## src/rtl/pc_pkg.sv

```systemverilog
// Shared types and constants for the program-counter sequencer and its arbiter.
package pc_pkg;

   localparam int          XLEN_DEFAULT        = 32;
   localparam logic [31:0] TRAP_VECTOR_DEFAULT = 32'h0000_0010;
   localparam logic [31:0] PC_INCREMENT        = 32'd4;

   // Sequencer states; BOOT is the reset state.
   typedef enum logic [2:0] {
      BOOT     = 3'd0,
      FETCH    = 3'd1,
      STALL    = 3'd2,
      DRAIN    = 3'd3,
      REDIRECT = 3'd4
   } seqState_t;

   // Redirect kinds; the numeric value is the priority (higher wins).
   typedef enum logic [1:0] {
      NONE   = 2'd0,
      BRANCH = 2'd1,
      JUMP   = 2'd2,
      TRAP   = 2'd3
   } redirectKind_t;

   // True when kind a strictly outranks kind b; ties keep the incumbent.
   function automatic logic outranks(redirectKind_t a, redirectKind_t b);
      return a > b;
   endfunction

endpackage

```

## src/rtl/redirect_arbiter.sv

```systemverilog
// Combinational priority selection between this cycle's redirect pulses and
// the redirect already held pending by the sequencer.
module redirect_arbiter
   import pc_pkg::*;
#(
   parameter logic [31:0] TRAP_VECTOR = TRAP_VECTOR_DEFAULT
) (
   input  logic        trapValid,
   input  logic        jumpValid,
   input  logic [31:0] jumpTarget,
   input  logic        branchTaken,
   input  logic [31:0] branchOffset,
   input  logic [1:0]  pendingKind,
   input  logic [31:0] pendingValue,
   output logic        incomingValid,
   output logic [1:0]  selectedKind,
   output logic [31:0] selectedValue
);

   redirectKind_t incomingKind;
   logic [31:0]   incomingValue;

   // Encode the simultaneous pulses (trap > jump > branch), then merge with pending.
   always_comb begin
      incomingKind  = NONE;
      incomingValue = '0;
      if (trapValid) begin
         incomingKind  = TRAP;
         incomingValue = TRAP_VECTOR;
      end else if (jumpValid) begin
         incomingKind  = JUMP;
         incomingValue = jumpTarget;
      end else if (branchTaken) begin
         incomingKind  = BRANCH;
         incomingValue = branchOffset;
      end

      incomingValid = (incomingKind != NONE);

      if (outranks(incomingKind, redirectKind_t'(pendingKind))) begin
         selectedKind  = incomingKind;
         selectedValue = incomingValue;
      end else begin
         selectedKind  = pendingKind;
         selectedValue = pendingValue;
      end
   end

endmodule

```

## src/rtl/pc_sequencer.sv

```systemverilog
// Program-counter sequencer: drives the PC register strobes and runs the
// instruction-fetch request/acknowledge handshake, folding in redirects.
module pc_sequencer
   import pc_pkg::*;
#(
   parameter logic [31:0] TRAP_VECTOR = TRAP_VECTOR_DEFAULT,
   parameter int          XLEN        = XLEN_DEFAULT
) (
   input  logic            clk,
   input  logic            reset,
   output logic            imemReq,
   input  logic            imemAck,
   input  logic            stall,
   input  logic            branchTaken,
   input  logic [XLEN-1:0] branchOffset,
   input  logic            jumpValid,
   input  logic [XLEN-1:0] jumpTarget,
   input  logic            trapValid,
   output logic            pcWriteEnable,
   output logic            pcWriteAdd,
   output logic            pcCountEnable,
   output logic [XLEN-1:0] pcDataIn,
   output logic            flush,
   output logic            busy
);

   seqState_t     stateReg, stateNext;
   redirectKind_t pendKindReg, pendKindNext;
   logic [31:0]   pendValueReg, pendValueNext;

   logic          redirectIn;
   logic [1:0]    selKind;
   logic [31:0]   selValue;

   redirect_arbiter #(
      .TRAP_VECTOR (TRAP_VECTOR)
   ) arbiter (
      .trapValid     (trapValid),
      .jumpValid     (jumpValid),
      .jumpTarget    (jumpTarget),
      .branchTaken   (branchTaken),
      .branchOffset  (branchOffset),
      .pendingKind   (pendKindReg),
      .pendingValue  (pendValueReg),
      .incomingValid (redirectIn),
      .selectedKind  (selKind),
      .selectedValue (selValue)
   );

   // State and pending-redirect registers; reset abandons any outstanding fetch.
   always_ff @(posedge clk or negedge reset) begin
      if (!reset) begin
         stateReg     <= BOOT;
         pendKindReg  <= NONE;
         pendValueReg <= '0;
      end else begin
         stateReg     <= stateNext;
         pendKindReg  <= pendKindNext;
         pendValueReg <= pendValueNext;
      end
   end

   // Next-state and pending-redirect update; redirects are only heard in FETCH, DRAIN and STALL.
   always_comb begin
      stateNext     = stateReg;
      pendKindNext  = pendKindReg;
      pendValueNext = pendValueReg;
      case (stateReg)
         BOOT: begin
            stateNext = FETCH;
         end
         FETCH: begin
            if (redirectIn) begin
               pendKindNext  = redirectKind_t'(selKind);
               pendValueNext = selValue;
               // With an ack the fetch is already back and gets flushed; otherwise wait it out.
               stateNext     = imemAck ? REDIRECT : DRAIN;
            end else if (imemAck && stall) begin
               stateNext = STALL;
            end
         end
         DRAIN: begin
            // The arbiter keeps the pending redirect unless a strictly higher one arrives.
            pendKindNext  = redirectKind_t'(selKind);
            pendValueNext = selValue;
            if (imemAck) begin
               stateNext = REDIRECT;
            end
         end
         STALL: begin
            if (redirectIn) begin
               pendKindNext  = redirectKind_t'(selKind);
               pendValueNext = selValue;
               stateNext     = REDIRECT;
            end else if (!stall) begin
               stateNext = FETCH;
            end
         end
         REDIRECT: begin
            pendKindNext  = NONE;
            pendValueNext = '0;
            stateNext     = stall ? STALL : FETCH;
         end
         default: begin
            stateNext     = BOOT;
            pendKindNext  = NONE;
            pendValueNext = '0;
         end
      endcase
   end

   // Output decode: handshake, PC strobes and flush, from state plus this cycle's inputs.
   always_comb begin
      imemReq       = 1'b0;
      pcWriteEnable = 1'b0;
      pcWriteAdd    = 1'b0;
      pcCountEnable = 1'b0;
      pcDataIn      = '0;
      flush         = 1'b0;
      busy          = (stateReg != FETCH);
      case (stateReg)
         FETCH: begin
            imemReq = 1'b1;
            if (imemAck) begin
               if (redirectIn) begin
                  flush = 1'b1;
               end else begin
                  pcCountEnable = 1'b1;
               end
            end
         end
         DRAIN: begin
            imemReq = 1'b1;
            flush   = imemAck;
         end
         REDIRECT: begin
            // Branches are PC-relative (the PC register subtracts the increment itself).
            pcWriteEnable = 1'b1;
            pcWriteAdd    = (pendKindReg == BRANCH);
            pcDataIn      = pendValueReg;
         end
         default: begin
         end
      endcase
   end

endmodule

```

## config.mk

```make
export PLATFORM = sky130hd
export DESIGN_NAME = pc_sequencer
export DESIGN_NICKNAME = d
export VERILOG_FILES = /design/src/rtl/pc_pkg.sv /design/src/rtl/redirect_arbiter.sv /design/src/rtl/pc_sequencer.sv
export SDC_FILE = /design/constraint.sdc
export NUM_CORES = 1
export LEC_CHECK = 0
export BUFFER_PORTS_ARGS = -buffer_cell sky130_fd_sc_hd__buf_2
export CORE_UTILIZATION = 45
export CTS_CLUSTER_SIZE = 20
export DETAILED_ROUTE_END_ITERATION = 7
export PLACE_DENSITY = 0.75
export SYNTH_ARGS = -nofsm -noshare
export SYNTH_HDL_FRONTEND = slang
export SYNTH_SLANG_ARGS = --single-unit
```

## constraint.sdc

```tcl
create_clock -name clk -period 2.2 [get_ports clk]
set_clock_uncertainty 0.1 [all_clocks]
set_input_delay 0.44 -clock clk [delete_from_list [all_inputs] [get_ports clk]]
set_output_delay 0.44 -clock clk [all_outputs]
set_load 0.01 [all_outputs]
```

---- Word-level counts from Yosys, hierarchy flattened ----
Index checks and enable logic that the tools add are counted.
operators by class
  magnitude comparators ................... 1
  equal/unequal tests ..................... 10
  mux-type cells .......................... 30
  bitwise gates (word level) .............. 1
  reductions and logical operators ........ 7
operator list
  kind                                                   count
  2-to-1 mux 32 bit                                      6
  one-hot mux 32 bit (3 select lines)                    1
  2-to-1 mux 3 bit                                       6
  one-hot mux 3 bit (5 select lines)                     1
  2-to-1 mux 2 bit                                       5
  2-to-1 mux 1 bit                                       9
  == test 3 x 2 -> 1 bit, second input constant          2
  inequality test 3 x 2 -> 1 bit, second input constant  2
  one-hot mux 2 bit (3 select lines)                     1
  OR reduction 2 bit                                     2
  == test 3 x 1 -> 1 bit, second input constant          1
  == test 3 bit, second input constant                   1
  logical NOT 3 bit                                      1
  inequality test 3 x 1 -> 1 bit, second input constant  1
  AND reduction 3 bit                                    1
  == test 2 x 1 -> 1 bit, second input constant          1
  greater-than comparator 2 bit                          1
  inequality test 2 x 1 -> 1 bit, second input constant  1
  inequality test 2 bit, second input constant           1
  one-hot mux 1 bit (2 select lines)                     1
  AND reduction 2 bit                                    1
  nonzero test 2 bit                                     1
  logical AND 1 bit                                      1
  NOT 1 bit                                              1
word-level totals
  flip-flop bits (word level) ............. 37
  output and inout port bits .............. 38
  word-level logic and storage cells ...... 52

---- Longest topological paths before layout ----
Gate-level depths: netlist of the first run.
  depth in word-level cells ............... 7
  gate-level depth with buffers ........... 9
  mapped depth without buffers ............ 6

---- Modules after synthesis ----
From an unflattened synthesis of the first run, not the netlist that was laid out.
second synthesis, totals
  cells, all modules ...................... 267
  area, all modules ....................... 2763.9 sq um
by module, submodules not included
  module            instances  cells an instance  area an instance (sq um)
  pc_sequencer      1          176                1875.5
  redirect_arbiter  1          91                 888.4

---- Worst setup path before layout of the first run ----
No wires, ideal clock.
  kind .................................... input-to-reg
  start ................................... in jumpValid
  end ..................................... reg pendValueReg[17]
  setup time .............................. 0.125 ns
  arrival time ............................ 2.306 ns
  data required time ...................... 1.975 ns
  path slack .............................. -0.330 ns
  stages .................................. 8
  buffers on the path ..................... 3
  path through ............................ clkbuf_1 clkbuf_1 or2_2 ha_1 nor2b_1 o221ai_4 buf_6 mux2_2
between the ends
  cells in the longest elaborated chain, start to end .. 6
RTL lines
  item                                 line                                    source
  start: declaration                   pc_sequencer.sv:16                      input logic jumpValid,
  2-to-1 mux 2 bit                     redirect_arbiter.sv:30                  end else if (jumpValid) begin
  2-to-1 mux 2 bit                     redirect_arbiter.sv:27                  if (trapValid) begin
  greater-than comparator 2 bit        pc_pkg.sv:27                            return a > b;
  2-to-1 mux 32 bit                    redirect_arbiter.sv:40                  if (outranks(incomingKind, redirectKind_t'(pendingKind))) begin
  2-to-1 mux 32 bit                    pc_sequencer.sv:73, pc_sequencer.sv:91
  one-hot mux 32 bit (3 select lines)  pc_sequencer.sv:68                      case (stateReg)
  end signal: assignment               pc_sequencer.sv:59                      pendValueReg <= pendValueNext;
  end: declaration                     pc_sequencer.sv:29                      logic [31:0] pendValueReg, pendValueNext;
Parallel ways exist; a longest one is shown, timed or not. The select of a mux whose other input is x is not followed.
A chain may end at the register's enable or synchronous reset.

---- Worst setup path after layout of the first run ----
  start ................................... reg stateReg[1]
  end ..................................... out pcWriteAdd
between the ends
  cells in the longest elaborated chain, start to end .. 2
RTL lines
  item                      line                 source
  start: declaration        pc_sequencer.sv:27   seqState_t stateReg, stateNext;
  start signal: assignment  pc_sequencer.sv:57   stateReg <= stateNext;
  == test 3 bit             pc_sequencer.sv:121  case (stateReg)
  2-to-1 mux 1 bit          pc_sequencer.sv:121
  end: declaration          pc_sequencer.sv:20   output logic pcWriteAdd,
Every way passes these cells.

==> impl_metrics.env, run 1 <==
export IMPL_grt_pass1_vias=2447
export IMPL_synth_cells=306
export IMPL_fin_cells=480
export IMPL_pin_count=109
export IMPL_wirelength_um=6840
export IMPL_worst_path_stages=4
export IMPL_grt_overflow_total=0
export IMPL_viasPerCell=5.44
export IMPL_max_freq_mhz=468
export IMPL_place_inst=473
export IMPL_port_buffers=108
export IMPL_leakage_nw=1.77
export IMPL_place_gp_congestion=0.760
export IMPL_ant_nets=0
export IMPL_n_antenna_cell=0
export IMPL_endpoint_kind="primary output"
export IMPL_power_density_mw_per_mm2=885
export IMPL_drv_cap=0
export IMPL_worstPathArrival_ns=1.60
export IMPL_worst_path_buf_inv=2
export IMPL_tightest_slew_ns=0.831
export IMPL_cts_setup_buffers=0
export IMPL_drc=0
export IMPL_tritoncts="yes"
export IMPL_drtIter0Drc=124
export IMPL_min_period_ns=2.14
export IMPL_critPathMaxFanout=35
export IMPL_yosys_warnings=0
export IMPL_path_class="reg -> out"
export IMPL_htree_num_levels=2
export IMPL_synth_most_common_cell="dfrtp_1"
export IMPL_die_w_um=80.8
export IMPL_async_reset_ff_share_pct=100
export IMPL_numCtsBuffers=5
export IMPL_irDropWorstVdd_mv=0.497
export IMPL_regToRegSetupSlack_ns=0.32
export IMPL_synth_edff_count=0
export IMPL_vias=2612
export IMPL_die_h_um=80.8
export IMPL_status="completed"
export IMPL_start_util_pct=46.9
export IMPL_antenna_found_initial=0
export IMPL_post_drt_wl_per_cell_um=14.3
export IMPL_grt_max_degree=43
export IMPL_synth_avg_cell_area_um2=9.13
export IMPL_worst_r2r_path_depth=6
export IMPL_max_stage_delay_ns=0.49
export IMPL_finalMaxSlewViolations=0
export IMPL_synthDistinctLibCells=38
export IMPL_drive_gt1_share_pct=42.2
export IMPL_finalCritPeriodShare_pct=97.2
export IMPL_synthTopCellsByArea="dfrtp_1 (33%), mux2_2 (12%), a2111oi_0 (9.7%)"
export IMPL_netlist_area_mm2=0.00280
export IMPL_grt_first_pass_wirelength_um=11000
export IMPL_dieArea_mm2=0.00653
export IMPL_rsz0062_at_grt="no"
export IMPL_post_synth_top_area_cell="dfrtp_1"
export IMPL_regToRegEndpoint="pendValueReg[26]"
export IMPL_grt_use_total_pct=21.7
export IMPL_hold_viol=0
export IMPL_ctsResizeCount=1
export IMPL_clockBufferDepth=2
export IMPL_synth_seq_cells=37
export IMPL_hp_class="in -> async"
export IMPL_clkLatencyLatePin_ns=0.28
export IMPL_reg2reg_from="pendKindReg[1]"
export IMPL_hold_buffers=0
export IMPL_firstDrtPassIters=4
export IMPL_slew_headroom_pct=44.6
export IMPL_coreArea_mm2=0.00596
export IMPL_yosysSeqAreaShare_pct=33.1
export IMPL_yosysTopAreaCellShare_pct=33.1
export IMPL_fin_util_pct=59.9
export IMPL_crit_slowest_cell="dfrtp_2"
export IMPL_cp_cell_sequence="nor3b_2 > buf_12 > and3_1 > buf_2"
export IMPL_dp_hpwl_um=4820
export IMPL_cts_sinks=37
export IMPL_rows=28
export IMPL_cts_root_buffer="clkbuf_8"
export IMPL_critPathRequiredTime_ns=1.66
export IMPL_area_delta_synth_final_pct=27.6
export IMPL_finalNetCount=478
export IMPL_startpoint_type="flop"
export IMPL_setup_viol=0
export IMPL_clkTransAtPathRegs_ns=0.07
export IMPL_synth_nets=379
export IMPL_ys_dominant_reg_cell="dfrtp_1"
export IMPL_yosys_top_cells_count="dfrtp_1 (37), nand2_1 (36), nor2b_1 (34)"
export IMPL_cpLargestDelayFamily="flip-flops"
==> per-stage QoR <==
| step | setup slack [ns] | setup TNS [ns] | power (mW) | instance area, um2 | hold WS, ns |
|---|---|---|---|---|---|
| floorplan | -0.125 | -3.32 | 2.26 | 2900 | 0.0444 |
| global placement | 0.0145 | 0 | 2.69 | 3490 | 0.421 |
| detailed placement | -0.0345 | -0.107 | 2.72 | 3490 | 0.429 |
| CTS | 0.0393 | 0 | 3.17 | 3570 | 0.185 |
| global route | 0.00914 | 0 | 3.38 | 3570 | 0.220 |
| finish | 0.0623 | 0 | 3.16 | 3570 | 0.157 |
==> sequential cells by signal (all words and copies together) (netlist names) <==
| name | cells |
|---|---|
| pendKindReg | 2 |
| pendValueReg | 32 |
| stateReg | 3 |
==> placed cells by master (no fill, tap or decap), types with 2 or more instances in the layout <==
| cell type | instances |
|---|---|
| a2111oi_0 | 31 |
| and2_1 | 32 |
| buf_12 | 2 |
| buf_2 | 108 |
| buf_4 | 16 |
| clkbuf_8 | 5 |
| dfrtp_1 | 35 |
| dfrtp_2 | 2 |
| inv_1 | 2 |
| mux2_1 | 2 |
| mux2_2 | 22 |
| mux2_4 | 7 |
| mux2i_1 | 4 |
| nand2_1 | 36 |
| nand2b_1 | 2 |
| nand3_1 | 2 |
| nand3b_1 | 31 |
| nor2_1 | 3 |
| nor2b_1 | 33 |
| o21ai_0 | 2 |
==> kinds of logic (layout without fill, tap and decap cells) <==
group           Yosys count  after routing  synth area share (%)
mux                      35             35                  13.9
fa+ha+maj                 2              2                 0.895
buf+inv                  36            135                  6.00
compound gates           43             43                  13.7
flops                    37             37                  33.1
simple gates            152            152                  32.0
xor+xnor                  1              1                 0.313
==> cell type report <==
| cell class | instances | area (um2) |
|---|---|---|
| fillers | 542 | 2390 |
| clock buffers | 6 | 72.6 |
| multi-input cells | 233 | 1760 |
| repair buffers | 126 | 701 |
| flip-flops and latches | 37 | 928 |
| inverters | 2 | 7.51 |
| clock inverters | 1 | 5.00 |
| well taps | 75 | 93.8 |
==> per-layer routing <==
| metal | part of all wire [%] | track usage (%) |
|---|---|---|
| met5 | 0 | 0 |
| met2 | 47 | 36.6 |
| met4 | 1.5 | 7.68 |
| met3 | 5.1 | 3.26 |
| met1 | 46 | 28.2 |
==> power breakdown <==
group | switching (mW) | leakage, nW | internal [mW]
Combinational | 0.864 | 1.23 | 0.821
Sequential | 0.140 | 0.500 | 0.891
Clock | 0.226 | 0.0410 | 0.215
==> worst max-delay path by stage <==
stage / start / to / slack [ns]
after floorplan: trapValid / pendValueReg[17] / -0.13
after global placement: trapValid / pendValueReg[27] / 0.01
after detailed placement: branchTaken / pendValueReg[28] / -0.03
after CTS: stateReg[1] / pcWriteAdd / 0.04
after global routing: stateReg[1] / pcWriteAdd / 0.009
final: stateReg[1] / pcWriteAdd / 0.06
No activity file was read; power rests on OpenSTA's default activity.
==> run 2, diff against run 1 <==
- CORE_ASPECT_RATIO: unset -> 0.8
==> run 2 against run 1 <==
Highest routed layer unchanged; sequential share of layout area fell by 1.2 points; global-route usage grew 2.0 points; hold slack got worse by 0.16 ns; fmax down 3.4%; the run now ends with setup timing left; sequential power is essentially flat; core utilization up 3.0 points; total power rose by 8.9%.
==> impl_metrics.env, run 2 (synthesis gave the netlist of run 1 again) <==
export IMPL_rsz0062_at_grt="yes"
export IMPL_tritoncts="yes"
export IMPL_antenna_found_initial=0
export IMPL_finalNetCount=489
export IMPL_dp_hpwl_um=5460
export IMPL_dieArea_mm2=0.00653
export IMPL_path_class="reg -> out"
export IMPL_finalMaxSlewViolations=0
export IMPL_grt_overflow_total=0
export IMPL_n_antenna_cell=0
export IMPL_port_buffers=108
export IMPL_fin_util_pct=62.8
export IMPL_fin_cells=498
export IMPL_wirelength_um=7700
export IMPL_hold_slack_ns=0.000338
export IMPL_endpoint_kind="primary output"
export IMPL_vias=2683
export IMPL_timing_critical_path_mode_cell="buf_6"
export IMPL_firstDrtPassIters=6
export IMPL_reg_top3="pendValueReg (32), stateReg (3), pendKindReg (2)"
export IMPL_mostFrequentLayoutCells="buf_2 (106), nand2_1 (36), dfrtp_1 (36)"
export IMPL_startpoint_type="flop"
export IMPL_clkTransAtPathRegs_ns=0.08
export IMPL_area_delta_synth_final_pct=33.6
export IMPL_finalCritPeriodShare_pct=101
export IMPL_layout_setup_ws_ns=-0.0139
export IMPL_irDropWorstVdd_mv=0.393
export IMPL_hp_class="in -> async"
export IMPL_max_freq_mhz=452
export IMPL_drv_cap=0
export IMPL_drtIter0Drc=128
export IMPL_numCtsBuffers=5
export IMPL_die_h_um=72.5
export IMPL_ant_nets=0
export IMPL_post_drt_wl_per_cell_um=15.5
export IMPL_critPathMaxFanout=10
export IMPL_final_common_cell="buf_2"
export IMPL_max_stage_delay_ns=0.42
export IMPL_worstPathArrival_ns=1.67
export IMPL_crit_slowest_cell="dfrtp_1"
export IMPL_power_density_mw_per_mm2=921
export IMPL_largest_reg_flops=32
export IMPL_hold_buffers=0
export IMPL_rows=25
export IMPL_grt_max_degree=39
export IMPL_place_inst=484
export IMPL_pin_count=109
export IMPL_drc=0
export IMPL_cts_root_buffer="clkbuf_8"
export IMPL_die_w_um=90.1
export IMPL_critPathRequiredTime_ns=1.66
export IMPL_start_util_pct=47.0
export IMPL_grt_first_pass_wirelength_um=12300
export IMPL_fillCellCount=522
export IMPL_pre_cts_ws_ns=-0.0371
export IMPL_status="finished with violations"
export IMPL_cp_cell_sequence="buf_6 > nor3b_4 > buf_6 > buf_6 > and2_1 > buf_2"
export IMPL_grt_pass1_vias=2451
export IMPL_cts_sinks=37
export IMPL_htree_num_levels=2
export IMPL_min_period_ns=2.21
export IMPL_coreArea_mm2=0.00594
export IMPL_place_gp_congestion=0.754
export IMPL_hold_viol=0
export IMPL_finalPower_mw=3.44
export IMPL_tightest_slew_ns=0.726
export IMPL_slew_headroom_pct=50.4
export IMPL_drive_gt1_share_pct=44.6
export IMPL_regMostFlops="pendValueReg"
export IMPL_violations="setup timing"
export IMPL_leakage_nw=1.85
export IMPL_viasPerCell=5.39
export IMPL_setup_viol=5
export IMPL_grt_use_total_pct=23.7
export IMPL_clkLatencyLatePin_ns=0.29
export IMPL_clockBufferDepth=2
## run 2: area by class of cell
class / count / area [um2] / area share, %
Sequential cell: 37 / 927 / 24.8
Tap cell: 81 / 101 / 2.71
Clock inverter: 1 / 5.00 / 0.134
Timing Repair Buffer: 137 / 818 / 21.9
Inverter: 2 / 7.51 / 0.201
Multi-Input combinational cell: 233 / 1780 / 47.6
Clock buffer: 7 / 96.3 / 2.58
## run 2: final timing paths
kind | start | endpoint | slack [ns] | depth (start not counted)
setup / recovery | stateReg[1] | pcDataIn[15] | -0.01 | 6
hold / removal | reset | pendValueReg[29] | 0.0003 | 1
setup reg to reg | stateReg[1] | pendValueReg[15] | 0.27 | 6
hold reg to reg | pendKindReg[1] | pendKindReg[1] | 0.45 | 2
max in group asynchronous | reset | stateReg[2] | 1.40 | 2
min in group clk | imemAck | stateReg[2] | 0.34 | 3
## run 2: per-stage QoR
| stage | area (um2) | TNS (ns) |
|---|---|---|
| after detailed placement | 3530 | -0.464 |
| after global routing | 3730 | -0.787 |
| final | 3730 | -0.0367 |
| after global placement | 3530 | 0 |
| after floorplan | 2900 | -3.32 |
| after CTS | 3640 | 0 |
## run 2: where the power goes
part	leakage, nW	internal (mW)	switching [mW]
logic	1.30	0.933	0.970
clock network	0.0542	0.283	0.252
registers	0.501	0.890	0.110
## run 2: critical path, delay by kind of cell (launching register included)
family	cells	cell delay, ns
buffers and inverters	4	0.56
DFF	1	0.42
and+or+nand+nor	2	0.42
## run 2: timing repair
item / CTS / global route
pin swaps: 0 / 1
endpoints found under the setup margin: 1 / 29
gates cloned: 0 / 1
endpoints found under the hold margin: 0 / 0
setup buffers: 0 / 5
gates resized for setup: 1 / 14
## run 2: metal layers
metal	up-vias	GRT usage, %	routed length, um
li1	1310	-	-
met1	1273	35.1	3820
met2	96	36.6	3430
met3	4	4.30	410
met4	0	4.30	36
met5	-	0	0
